### src/rtl/arith_pkg.sv
// Shared types and elaboration helpers for the serial arithmetic units.
// Holds the FSM state encoding, counter sizing and the parameter legality check.
package arith_pkg;

    typedef enum logic [1:0] {
        IDLE = 2'd0,
        RUN  = 2'd1,
        DONE = 2'd2
    } state_t;

    // Bits needed to count 0..n-1, never less than one.
    function automatic int unsigned clog2(input int unsigned n);
        int unsigned r;
        r = 0;
        for (int unsigned i = 0; i < 32; i++) begin
            if ((64'd1 << i) < 64'(n)) begin
                r = i + 1;
            end
        end
        return (r == 0) ? 1 : r;
    endfunction

    // Legal when DIGIT is non-zero, divides WIDTH, and WIDTH is at least 2.
    function automatic bit digit_ok(input int unsigned width, input int unsigned digit);
        return (digit != 0) && (width >= 2) && ((width % digit) == 0);
    endfunction

endpackage

### src/rtl/fa_slice.sv
// Combinational DIGIT-bit ripple-carry adder slice.
// Also exports the carry into its top bit so the caller can detect signed overflow.
module fa_slice #(
    parameter int unsigned DIGIT = 1
) (
    input  logic [DIGIT-1:0] a,
    input  logic [DIGIT-1:0] b,
    input  logic             cin,
    output logic [DIGIT-1:0] s,
    output logic             cout,
    output logic             c_msb
);

    logic [DIGIT:0] c;

    always_comb begin
        c    = '0;
        s    = '0;
        c[0] = cin;
        for (int i = 0; i < DIGIT; i++) begin
            s[i]   = a[i] ^ b[i] ^ c[i];
            c[i+1] = (a[i] & b[i]) | (c[i] & (a[i] ^ b[i]));
        end
    end

    assign cout  = c[DIGIT];
    assign c_msb = c[DIGIT-1];

endmodule

### src/rtl/serial_addsub.sv
// Multi-cycle add/subtract unit: one DIGIT-bit adder slice reused LSB-first over WIDTH/DIGIT cycles.
// Results, carry-out and signed overflow are held until the next operation completes.
module serial_addsub
    import arith_pkg::*;
#(
    parameter int unsigned WIDTH = 8,
    parameter int unsigned DIGIT = 1
) (
    input  logic             clk,
    input  logic             rst,
    input  logic             start,
    input  logic             sub,
    input  logic [WIDTH-1:0] a,
    input  logic [WIDTH-1:0] b,
    input  logic             cin,
    output logic             busy,
    output logic             done,
    output logic [WIDTH-1:0] sum,
    output logic             cout,
    output logic             overflow
);

    localparam int unsigned N    = WIDTH / DIGIT;
    localparam int unsigned CW   = clog2(N);
    localparam logic [CW-1:0] LAST = CW'(N - 1);

    generate
        if (!digit_ok(WIDTH, DIGIT)) begin : g_param_check
            $error("serial_addsub: DIGIT must divide WIDTH and WIDTH must be >= 2");
        end
    endgenerate

    state_t           state;
    state_t           state_nx;
    logic [CW-1:0]    cnt;
    logic [WIDTH-1:0] a_sh;
    logic [WIDTH-1:0] b_sh;
    logic [WIDTH-1:0] acc;
    logic [WIDTH-1:0] acc_nx;
    logic             carry;
    logic             sub_q;
    logic             accept;
    logic             last;

    logic [DIGIT-1:0] d_b;
    logic [DIGIT-1:0] d_s;
    logic             d_cout;
    logic             d_cmsb;

    // Subtraction is a + ~b + ~cin, so the operand is inverted per digit here.
    assign d_b = b_sh[DIGIT-1:0] ^ {DIGIT{sub_q}};

    fa_slice #(
        .DIGIT(DIGIT)
    ) u_slice (
        .a    (a_sh[DIGIT-1:0]),
        .b    (d_b),
        .cin  (carry),
        .s    (d_s),
        .cout (d_cout),
        .c_msb(d_cmsb)
    );

    // New digit enters at the MSB end so the last digit lands the word in place.
    assign acc_nx = (acc >> DIGIT) | (WIDTH'(d_s) << (WIDTH - DIGIT));

    // Next-state and accept decode.
    always_comb begin
        state_nx = state;
        accept   = 1'b0;
        last     = (cnt == LAST);
        unique case (state)
            IDLE: begin
                if (start) begin
                    accept   = 1'b1;
                    state_nx = RUN;
                end
            end
            RUN: begin
                if (last) begin
                    state_nx = DONE;
                end
            end
            DONE: begin
                accept   = start;
                state_nx = start ? RUN : IDLE;
            end
            default: state_nx = IDLE;
        endcase
    end

    always_ff @(posedge clk) begin
        if (rst) begin
            state <= IDLE;
        end else begin
            state <= state_nx;
        end
    end

    // Operand shifting, carry chaining and result capture.
    always_ff @(posedge clk) begin
        if (rst) begin
            busy     <= 1'b0;
            done     <= 1'b0;
            sum      <= '0;
            cout     <= 1'b0;
            overflow <= 1'b0;
            cnt      <= '0;
            carry    <= 1'b0;
            sub_q    <= 1'b0;
            a_sh     <= '0;
            b_sh     <= '0;
            acc      <= '0;
        end else begin
            busy <= (state_nx == RUN);
            done <= (state_nx == DONE);
            if (accept) begin
                a_sh  <= a;
                b_sh  <= b;
                sub_q <= sub;
                carry <= sub ^ cin;
                cnt   <= '0;
                acc   <= '0;
            end else if (state == RUN) begin
                a_sh  <= a_sh >> DIGIT;
                b_sh  <= b_sh >> DIGIT;
                acc   <= acc_nx;
                carry <= d_cout;
                cnt   <= cnt + CW'(1);
                if (last) begin
                    sum      <= acc_nx;
                    cout     <= d_cout;
                    overflow <= d_cmsb ^ d_cout;
                end
            end
        end
    end

endmodule
### config.mk
export PLATFORM = sky130hd
export DESIGN_NAME = serial_addsub
export DESIGN_NICKNAME = d
export VERILOG_FILES = /design/src/rtl/arith_pkg.sv /design/src/rtl/fa_slice.sv /design/src/rtl/serial_addsub.sv
export SDC_FILE = /design/constraint.sdc
export NUM_CORES = 1
export LEC_CHECK = 0
export CAP_MARGIN = 5
export CORE_ASPECT_RATIO = 1.4
export CORE_MARGIN = 4
export CORE_UTILIZATION = 38
export CTS_BUF_LIST = sky130_fd_sc_hd__clkbuf_8
export CTS_CLUSTER_SIZE = 14
export DETAILED_ROUTE_END_ITERATION = 10
export GPL_ROUTABILITY_DRIVEN = 0
export HOLD_SLACK_MARGIN = 0.1
export PLACE_DENSITY = 0.72
export SKIP_CTS_REPAIR_TIMING = 1
export SYNTH_ARGS = -nofsm -noshare
export SYNTH_HDL_FRONTEND = slang
export SYNTH_HIERARCHICAL = 1
export SYNTH_SLANG_ARGS = --single-unit
### constraint.sdc
create_clock -name clk -period 2.8 [get_ports clk]
set_clock_uncertainty 0.05 [all_clocks]
set_input_delay 0.42 -clock clk [delete_from_list [all_inputs] [get_ports clk]]
set_output_delay 0.42 -clock clk [all_outputs]
set_load 0.03 [all_outputs]
# Word level (Yosys, flattened, before mapping)
# Cells that the tools add are included.
# totals
wordCells	44
output_inout_bits	12
register_bits	43
# classes
n_mux	12
bitwise_logic	10
n_reduce_logical	4
add_sub_neg	1
n_eq_ne	5
# op_table
operator	n
$mux 8	4
$or 7x8->8	1
$pmux 2 s3	1
$xor 1x1->1	5
$eq 2x1->1 const B	2
$eq 2x2->1 const B	2
$mux 1	4
$mux 2	2
$add 3x1->3 const B	1
$eq 3x3->1 const B	1
$reduce_and 3->1	1
$and 1x1->1	2
$logic_not 2->1	1
$pmux 1 s2	1
$reduce_bool 2->1	1
$reduce_or 2->1	1
$not 1->1	1
$or 1x1->1	1

# Depth between registers and ports, before layout
# Gate-level depths: netlist of run 1.
# depth
depth_word	6
mapped_depth	6

# By module
# Netlist of run 1, hierarchy kept.
# by_module_without_submodules
module	area_per_inst_um2	cells_per_inst	instances	seq_area_each_um2
serial_addsub	1656.6	191	1	840.8
fa_slice	27.5	2	1	0.0

# Worst setup path before layout of run 1
# Ideal clock, no wire load.
# synth_path
path_type	register -> register
start	register b_sh[0]
end	register overflow
required_time_ns	2.664
slack_ns	1.431
t_arrival_ns	1.234
synth_period_minus_slack_ns	1.369
stages_incl_launch_ff	5
setup_ns	0.086
cell_sequence	dfxtp_1 > xor2_1 > fa_1 > xnor2_1 > a211oi_1
# synth_between
elab_chain_cells	5
elab_cells_between_ends	6
# synth_lines
element	line_no	text
start: declaration	serial_addsub.sv:37	logic [WIDTH-1:0] b_sh;
start signal: assignment	serial_addsub.sv:126	b_sh <= b_sh >> DIGIT;
$xor 1x1->1 (*)	serial_addsub.sv:51	assign d_b = b_sh[DIGIT-1:0] ^ {DIGIT{sub_q}};
via d_b	serial_addsub.sv:45	logic [DIGIT-1:0] d_b;
$xor 1x1->1	fa_slice.sv:22	c[i+1] = (a[i] & b[i]) | (c[i] & (a[i] ^ b[i]));
$and 1x1->1	fa_slice.sv:22	
$or 1x1->1 (*)	fa_slice.sv:22	
via d_cout	serial_addsub.sv:47	logic d_cout;
$xor 1x1->1 (*)	serial_addsub.sv:133	overflow <= d_cmsb ^ d_cout;
end signal: assignment	serial_addsub.sv:133	
end: declaration	serial_addsub.sv:20	output logic overflow
# The timed path passes the listed nets; every way through them passes the cells marked *.
# A chain may end at the register's enable or synchronous reset.

# Worst setup path after layout of run 1
# layout_path
start	register overflow
end	output port overflow
# No word-level cell between the ends.

==> flow_summary.yaml, run 1 <==
worst_setup_path:
  worstPathBufferInverterCount: 1
  timing.rr.start: "state[0]"
  cp.depth: 1
  r2r_slack_ps: 1110
  slowest_stage: "clkdlybuf4s50_1"
  start_kind: "register"
  endpoint: "overflow"
  rr_endpoint: "b_sh[6]"
  cp_max_fo: 2
  critical_path_arrival_ps: 1270
  cp_cell_sequence: "clkdlybuf4s50_1"
  required_ps: 2330
  critPathTopFamily: "buffers and inverters"
  endpoint_kind: "output port"
  crit_type: "reg -> out"
  crit_path_start: "overflow"
  worst-r2r-cell-count: 4
  critPathMaxStageDelay_ps: 660
synth:
  synth_area_leaders: "dfxtp_1 (50%), nand2_1 (11%), a21oi_1 (6.2%), nor3_1 (4.8%), buf_6 (3.3%)"
  ys_ff_latch: 42
  syn_avg_cell_area_um2: 8.73
  async_flop_share: 0
  synth_edf_count: 0
  synth_area_leader_cell: "dfxtp_1"
  synth_warnings: 6
  synth_top_area_frac: 0.499
  yosysMostFrequentCell: "nand2_1"
  synth_nets: 217
  syn_inst: 193
  yosysSeqAreaShare: 0.499
  synth_common_cells: "nand2_1 (50), dfxtp_1 (42), a21oi_1 (21)"
  synth_ff_type: "dfxtp_1"
  synthDistinctLibCells: 28
  syn_area_um2: 1680
grt:
  grt.total_usage: 0.120
  grt_start_max_net_pins: 33
  globalRouteMet3Util: 0.0389
  grtUsageMet1: 0.144
  grt_pass1_vias: 1179
  use_met2: 0.199
  gr-total-overflow: 0
  busiest_layer: "met2"
  grt_antenna_before_repair: 0
  grt_pass1_wl_mm: 5.31
hold_path:
  hp-class: "reg -> reg"
floorplan:
  ios: 33
  die_h_um: 86.8
  die_w_um: 64.3
  rows: 28
  start_util: 0.394
  dieArea_um2: 5580
  core_um2: 4270
sta:
  finalMaxSlewViolations: 0
  final-hold-violation-count: 0
  slew_headroom: 0.398
  rsz0062_at_grt: "no"
  finalSetupViolations: 0
  period_share: 0.623
  setup_tns_ps: 0
  fmax_ghz: 0.573
  tightest_slew_ps: 903
  period_minus_slack_ps: 1740
finish:
  antenna_cells: 0
  areaGrowthSynthToFinish_pct: 22.7
  fillCellCount: 440
  seqCellArea_um2: 841
  layout-drive-gt1-share: 0.0594
  design_area_um2: 2070
  nets: 242
  multi_input_area_um2: 716
job:
  maxCapViolCount: 0
clock_network:
  clk_transition_reported_paths_ps: 70
  cts_buffer_depth: 2
  htreeDepth: 2
  cts.sinks: 42
  clk_root_buffer_cell: "clkbuf_8"
  cts_tree: "built"
  insertion_delay_ps: 280
  cts-buffers-inserted: 5
detailed_routing:
  via_per_inst: 4.79
  vias: 1336
  ant_nets: 0
  dr.pass1.iters: 4
  drt_iter0_drc: 64
  wl_mm: 3.16
  routedWlPerCell_um: 11.3
  drcViolationCount: 0
pwr:
  leakage_nw: 0.725
  ir_drop_mv: 0.253
  power.density_cell_area_nw_per_um2: 567
status:
  status: "complete, no violations"
placed_design:
  dp_hpwl_mm: 2.24
  place_area_um2: 1970
  io_buffer_count: 32
routing by layer:
| layer | vias to the layer above | wire, um |
|---|---|---|
| met2 | 25 | 1570 |
| met3 | 5 | 131 |
| met5 | - | 0 |
| met1 | 601 | 1410 |
| li1 | 705 | - |
| met4 | 0 | 45 |
logic make-up (layout without fill, tap and decap cells):
logic type / count (synthesis) / after routing / synth area share
simple gates: 87 / 87 / 0.224
flops: 42 / 42 / 0.499
buf+inv: 17 / 43 / 0.0758
mux: 2 / 2 / 0.0119
fa+ha+maj: 3 / 3 / 0.0267
xor+xnor: 4 / 4 / 0.0208
compound gates: 38 / 38 / 0.141
cells in the final DEF, fill, tap and decap left out, types with 2 or more instances in the layout:
| cell type | count |
|---|---|
| nand2_1 | 50 |
| o22ai_1 | 7 |
| ha_1 | 2 |
| nor3_1 | 16 |
| xnor2_1 | 2 |
| a22oi_1 | 2 |
| nand3_1 | 2 |
| nand2b_1 | 2 |
| a21oi_1 | 21 |
| xor2_1 | 2 |
| clkbuf_8 | 6 |
| dfxtp_1 | 42 |
| mux2i_1 | 2 |
| buf_4 | 3 |
| nor2_1 | 12 |
| a311oi_1 | 5 |
| clkdlybuf4s50_1 | 32 |
power breakdown:
part | leakage, nW | switching [mW] | internal [mW] | total (mW)
clock network | 0.0524 | 0.189 | 0.195 | 0.384
logic | 0.330 | 0.0749 | 0.0691 | 0.144
registers | 0.343 | 0.0172 | 0.625 | 0.642
total | 0.725 | 0.281 | 0.889 | 1.17
registers in the layout, summed over array words and instances (netlist names):
| signal | cells |
|---|---|
| acc | 7 |
| b_sh | 8 |
| carry | 1 |
| done | 1 |
| a_sh | 8 |
| state | 2 |
| cout | 1 |
| sub_q | 1 |
| cnt | 3 |
| sum | 8 |
| busy | 1 |
| overflow | 1 |
metrics by stage:
stage	worst slack (ps)	hold WS, ps	std cells	util	power, mW
after global placement	968	393	271	0.462	0.797
after floorplan	1430	382	193	-	0.764
after global routing	945	423	279	0.483	1.23
final	1060	403	279	0.483	1.17
after CTS	1040	407	279	0.483	1.19
after detailed placement	949	397	271	0.462	0.801
worst min-delay path by stage:
| stage | start | to | slack, ps | cells past startpoint |
|---|---|---|---|---|
| 6_report | cout | cout | 400 | 2 |
| 5_1_grt | sum[1] | sum[1] | 420 | 2 |
| 4_1_cts | sum[1] | sum[1] | 410 | 2 |
| 3_5_place_dp | sum[1] | sum[1] | 400 | 2 |
| 3_3_place_gp | sum[0] | sum[0] | 390 | 2 |
| 2_1_floorplan | acc[1] | sum[0] | 380 | 2 |
final cells by class:
cell class,count,share of cell area
Timing Repair Buffer,35,0.166
Clock buffer,6,0.0400
Clock inverter,2,0.00424
Tap cell,60,0.0363
Sequential cell,42,0.407
Multi-Input combinational cell,134,0.346
Note: power is estimated with default switching activity, not from simulation.
==> inputs of run 2 (changes only) <==
--- a/config.mk
+++ b/config.mk
@@ -14,7 +14,7 @@
 export DETAILED_ROUTE_END_ITERATION = 10
 export GPL_ROUTABILITY_DRIVEN = 0
 export HOLD_SLACK_MARGIN = 0.1
-export PLACE_DENSITY = 0.72
+export PLACE_DENSITY = 0.74
 export SKIP_CTS_REPAIR_TIMING = 1
 export SYNTH_ARGS = -nofsm -noshare
 export SYNTH_HDL_FRONTEND = slang
==> constraint.sdc (replaced) <==
create_clock -name clk -period 1.55 [get_ports clk]
set_clock_uncertainty 0.05 [all_clocks]
set_input_delay 0.2325 -clock clk [delete_from_list [all_inputs] [get_ports clk]]
set_output_delay 0.2325 -clock clk [all_outputs]
set_load 0.03 [all_outputs]
==> flow_summary.yaml, run 2 (synthesis gave the netlist of run 1 again) <==
clock_network:
  clk_root_buffer_cell: "clkbuf_8"
  cts_buffer_depth: 2
  cts_tree: "built"
  htreeDepth: 2
  insertion_delay_ps: 290
  cts-buffers-inserted: 5
  clk_transition_reported_paths_ps: 80
  cts.sinks: 42
floorplan:
  dieArea_um2: 5580
  core_um2: 4270
  start_util: 0.394
  die_w_um: 64.3
  ios: 33
  die_h_um: 86.8
  rows: 28
pwr:
  netSwitchingFraction: 0.224
  switching_power_mw: 0.519
  sequentialPowerShare: 0.499
  p_int_mw: 1.80
  ir_drop_mv: 0.408
  p_clk_frac: 0.371
  power.density_cell_area_nw_per_um2: 1040
  leakage_nw: 1.01
  pwr-share-comb: 0.130
finish:
  final_common_cell: "nand2_1"
  layout_common_cells: "nand2_1 (50), dfxtp_1 (42), a21oi_1 (21)"
  postLayoutCoreUtil: 0.520
  reg.largest.list: "a_sh (8), b_sh (8), sum (8)"
  antenna_cells: 0
  multi_input_area_um2: 716
  layout-drive-gt1-share: 0.105
  fillCellCount: 424
  nets: 253
  seqCellArea_um2: 841
  areaGrowthSynthToFinish_pct: 32.1
placed_design:
  dp_hpwl_mm: 2.50
  pre_cts_ws_ps: 28.1
  io_buffer_count: 32
sta:
  tightest_slew_ps: 322
  fin_ws_ps: 115
  rsz0062_at_grt: "no"
  finalSetupViolations: 0
  fin_hold_ws_ps: 402
  slew_headroom: 0.785
  finalMaxSlewViolations: 0
  fmax_ghz: 0.697
  final-hold-violation-count: 0
  period_minus_slack_ps: 1430
  period_share: 0.926
detailed_routing:
  routedWlPerCell_um: 11.8
  drcViolationCount: 0
  via_per_inst: 4.85
  ant_nets: 0
  dr.pass1.iters: 4
  vias: 1401
  wl_mm: 3.40
  drt_iter0_drc: 62
worst_setup_path:
  required_ps: 1710
  worst-r2r-cell-count: 4
  critPathTopFamily: "adder cells"
  critical_path_arrival_ps: 1590
  slowest_stage: "fa_1"
  critPathMaxStageDelay_ps: 450
  start_kind: "register"
  cp.depth: 4
  crit_type: "reg -> reg"
  cp_cell_sequence: "xor2_1, fa_1, xnor2_1, a211oi_1"
  endpoint_kind: "register"
  cp_max_fo: 3
  worstPathBufferInverterCount: 0
hold_path:
  hp-class: "reg -> reg"
  whs_path_depth: 2
job:
  maxCapViolCount: 0
status:
  status: "complete, no violations"
grt:
  grt_pass1_wl_mm: 5.86
  grt_pass1_vias: 1346
  grt_antenna_before_repair: 0
  grt_start_max_net_pins: 24
  gr-total-overflow: 0
  grt.total_usage: 0.132
[run 2: changes by cell type in the layout (fill, tap and decap cells not counted), sizes merged]
cell | previous run | this run
clkdlybuf4s50 | 32 | 20
dlymetal6s2s | 0 | 12
buf | 3 | 14
bufinv | 0 | 1
clkinv | 1 | 0
inv | 1 | 0
[run 2: final timing paths]
check	from	end	slack (ps)
setup / recovery	b_sh[0]	overflow	120
hold / removal	sum[5]	sum[5]	400
setup reg to reg	b_sh[0]	overflow	120
hold reg to reg	sum[5]	sum[5]	400
[run 2: layer usage]
layer / track usage / vias up / part of all wire
met4: 0.0538 / 0 / 0.013
li1: - / 725 / -
met2: 0.241 / 42 / 0.52
met5: 0 / - / 0
met1: 0.147 / 629 / 0.41
met3: 0.0272 / 5 / 0.057
[run 2: area by class of cell]
type | count | area share
clock inverters | 1 | 0.0135
flip-flops and latches | 42 | 0.378
repair buffers | 46 | 0.216
multi-input cells | 134 | 0.322
well taps | 60 | 0.0337
clock buffers | 6 | 0.0371
[run 2: stage by stage]
step	instances	total power, mW	setup TNS, ps	instance area (um2)
global placement	282	1.48	0	2080
detailed placement	282	1.49	0	2080
global route	289	2.44	0	2220
floorplan	193	1.38	0	1680
finish	289	2.32	0	2220
CTS	289	2.35	-319	2190
[run 2: power by group through the flow]
| stage | logic [mW] | registers [mW] | clock network [mW] |
|---|---|---|---|
| finish | 0.302 | 1.16 | 0.861 |
| global route | 0.336 | 1.17 | 0.937 |
| CTS | 0.305 | 1.16 | 0.882 |
| detailed placement | 0.303 | 1.19 | 0 |
| global placement | 0.297 | 1.18 | 0 |
| floorplan | 0.200 | 1.18 | 0 |
[run 2: worst min-delay path: stages (launching register included)]
cell and delay, ps:
dfxtp_1 310, nand2_1 50, a21oi_1 50
==> inputs of run 3 (changes only) <==
--- a/config.mk
+++ b/config.mk
@@ -7,7 +7,6 @@
 export LEC_CHECK = 0
 export CAP_MARGIN = 5
 export CORE_ASPECT_RATIO = 1.4
-export CORE_MARGIN = 4
 export CORE_UTILIZATION = 38
 export CTS_BUF_LIST = sky130_fd_sc_hd__clkbuf_8
 export CTS_CLUSTER_SIZE = 14
==> flow_summary.yaml, run 3 (synthesis gave the netlist of run 1 again) <==
status:
  status: "complete, no violations"
worst_setup_path:
  critPathMaxStageDelay_ps: 330
  cp_cell_sequence: "ha_1, ha_1, and3b_2, buf_4, nand2_1, a21oi_1"
  critical_path_arrival_ps: 1570
  cp_max_fo: 7
  endpoint_kind: "register"
  required_ps: 1680
  crit_type: "reg -> reg"
  start_kind: "register"
  crit_path_frequent_cell: "ha_1"
  slowest_stage: "dfxtp_1"
clock_network:
  insertion_delay_ps: 290
  cts-buffers-inserted: 5
  clk_root_buffer_cell: "clkbuf_8"
  cts.sinks: 42
  cts_tree: "built"
  cts_buffer_depth: 2
  htreeDepth: 2
  clk_transition_reported_paths_ps: 70
pwr:
  p_clk_frac: 0.355
  power.density_cell_area_nw_per_um2: 1010
  switching_power_mw: 0.524
  pwr-share-comb: 0.131
  netSwitchingFraction: 0.232
  leakage_nw: 1.02
  finalPower_mw: 2.25
  ir_drop_mv: 0.626
  sequentialPowerShare: 0.514
  p_int_mw: 1.73
floorplan:
  core_um2: 4240
  die_h_um: 80.8
  start_util: 0.397
  ios: 33
  die_w_um: 58.3
  dieArea_um2: 4710
  rows: 28
grt:
  grt_pass1_vias: 1299
  globalRouteMet3Util: 0.0430
  gr-total-overflow: 0
  grt_start_max_net_pins: 20
  grt.total_usage: 0.157
  use_met2: 0.280
  grtUsageMet1: 0.169
  busiest_layer: "met2"
  grt_antenna_before_repair: 0
  grt_pass1_wl_mm: 5.63
placed_design:
  dp_hpwl_mm: 2.33
  io_buffer_count: 32
  pre_cts_ws_ps: -6.68
sta:
  finalMaxSlewViolations: 0
  rsz0062_at_grt: "no"
  finalSetupViolations: 0
  period_minus_slack_ps: 1440
  final-hold-violation-count: 0
  fin_ws_ps: 112
  fmax_ghz: 0.696
  slew_headroom: 0.786
  period_share: 0.927
  fin_hold_ws_ps: 401
  tightest_slew_ps: 320
finish:
  final_common_cell: "nand2_1"
  antenna_cells: 0
  multi_input_area_um2: 718
  areaGrowthSynthToFinish_pct: 32.5
  fillCellCount: 398
  layout_common_cells: "nand2_1 (50), dfxtp_1 (42), a21oi_1 (21)"
  seqCellArea_um2: 841
  reg.largest.list: "a_sh (8), b_sh (8), sum (8)"
  nets: 254
  layout-drive-gt1-share: 0.117
detailed_routing:
  drcViolationCount: 0
  dr.pass1.iters: 4
  vias: 1395
  via_per_inst: 4.79
  routedWlPerCell_um: 11.1
  drt_iter0_drc: 58
  ant_nets: 0
  wl_mm: 3.22
job:
  maxCapViolCount: 0
hold_path:
  hp-class: "reg -> reg"
==> run 3: critical path: cells and delay by family (launching register included) <==
family / cells / cell delay (ps)
adder cells (fa/ha/maj): 2 / 420
flip-flops: 1 / 330
AND/OR/NAND/NOR: 2 / 320
buffers and inverters: 1 / 160
AO/OA/AOI/OAI: 1 / 50
==> run 3: power groups by stage <==
stage | logic, mW | clock network, mW | registers [mW]
global placement | 0.291 | 0 | 1.18
global route | 0.327 | 0.870 | 1.17
CTS | 0.297 | 0.821 | 1.16
floorplan | 0.200 | 0 | 1.18
detailed placement | 0.297 | 0 | 1.18
finish | 0.295 | 0.801 | 1.16
==> run 3: worst paths after layout <==
kind | startpoint | end | slack [ps] | cells past startpoint
setup / recovery | cnt[0] | sum[1] | 110 | 6
hold / removal | sum[2] | sum[2] | 400 | 2
setup reg to reg | cnt[0] | sum[1] | 110 | 6
hold reg to reg | sum[2] | sum[2] | 400 | 2
==> run 3: stage by stage <==
stage               instance area (um2)  std cells  utilization  TNS [ps]
floorplan                          1680        193            -         0
global placement                   2070        281        0.489         0
detailed placement                 2070        281        0.489     -6.68
CTS                                2180        289        0.515      -271
global route                       2230        291        0.527         0
finish                             2230        291        0.527         0
==> run 3: area by class of cell <==
type                    count  share of cell area
clock buffers               8              0.0493
well taps                  60              0.0336
multi-input cells         134               0.322
repair buffers             47               0.219
flip-flops and latches     42               0.377
==> run 3: metal layers <==
| layer | vias to the layer above | part of all wire |
|---|---|---|
| met5 | - | 0 |
| met4 | 0 | 0.020 |
| met3 | 7 | 0.042 |
| met2 | 32 | 0.51 |
| met1 | 636 | 0.43 |
| li1 | 720 | - |
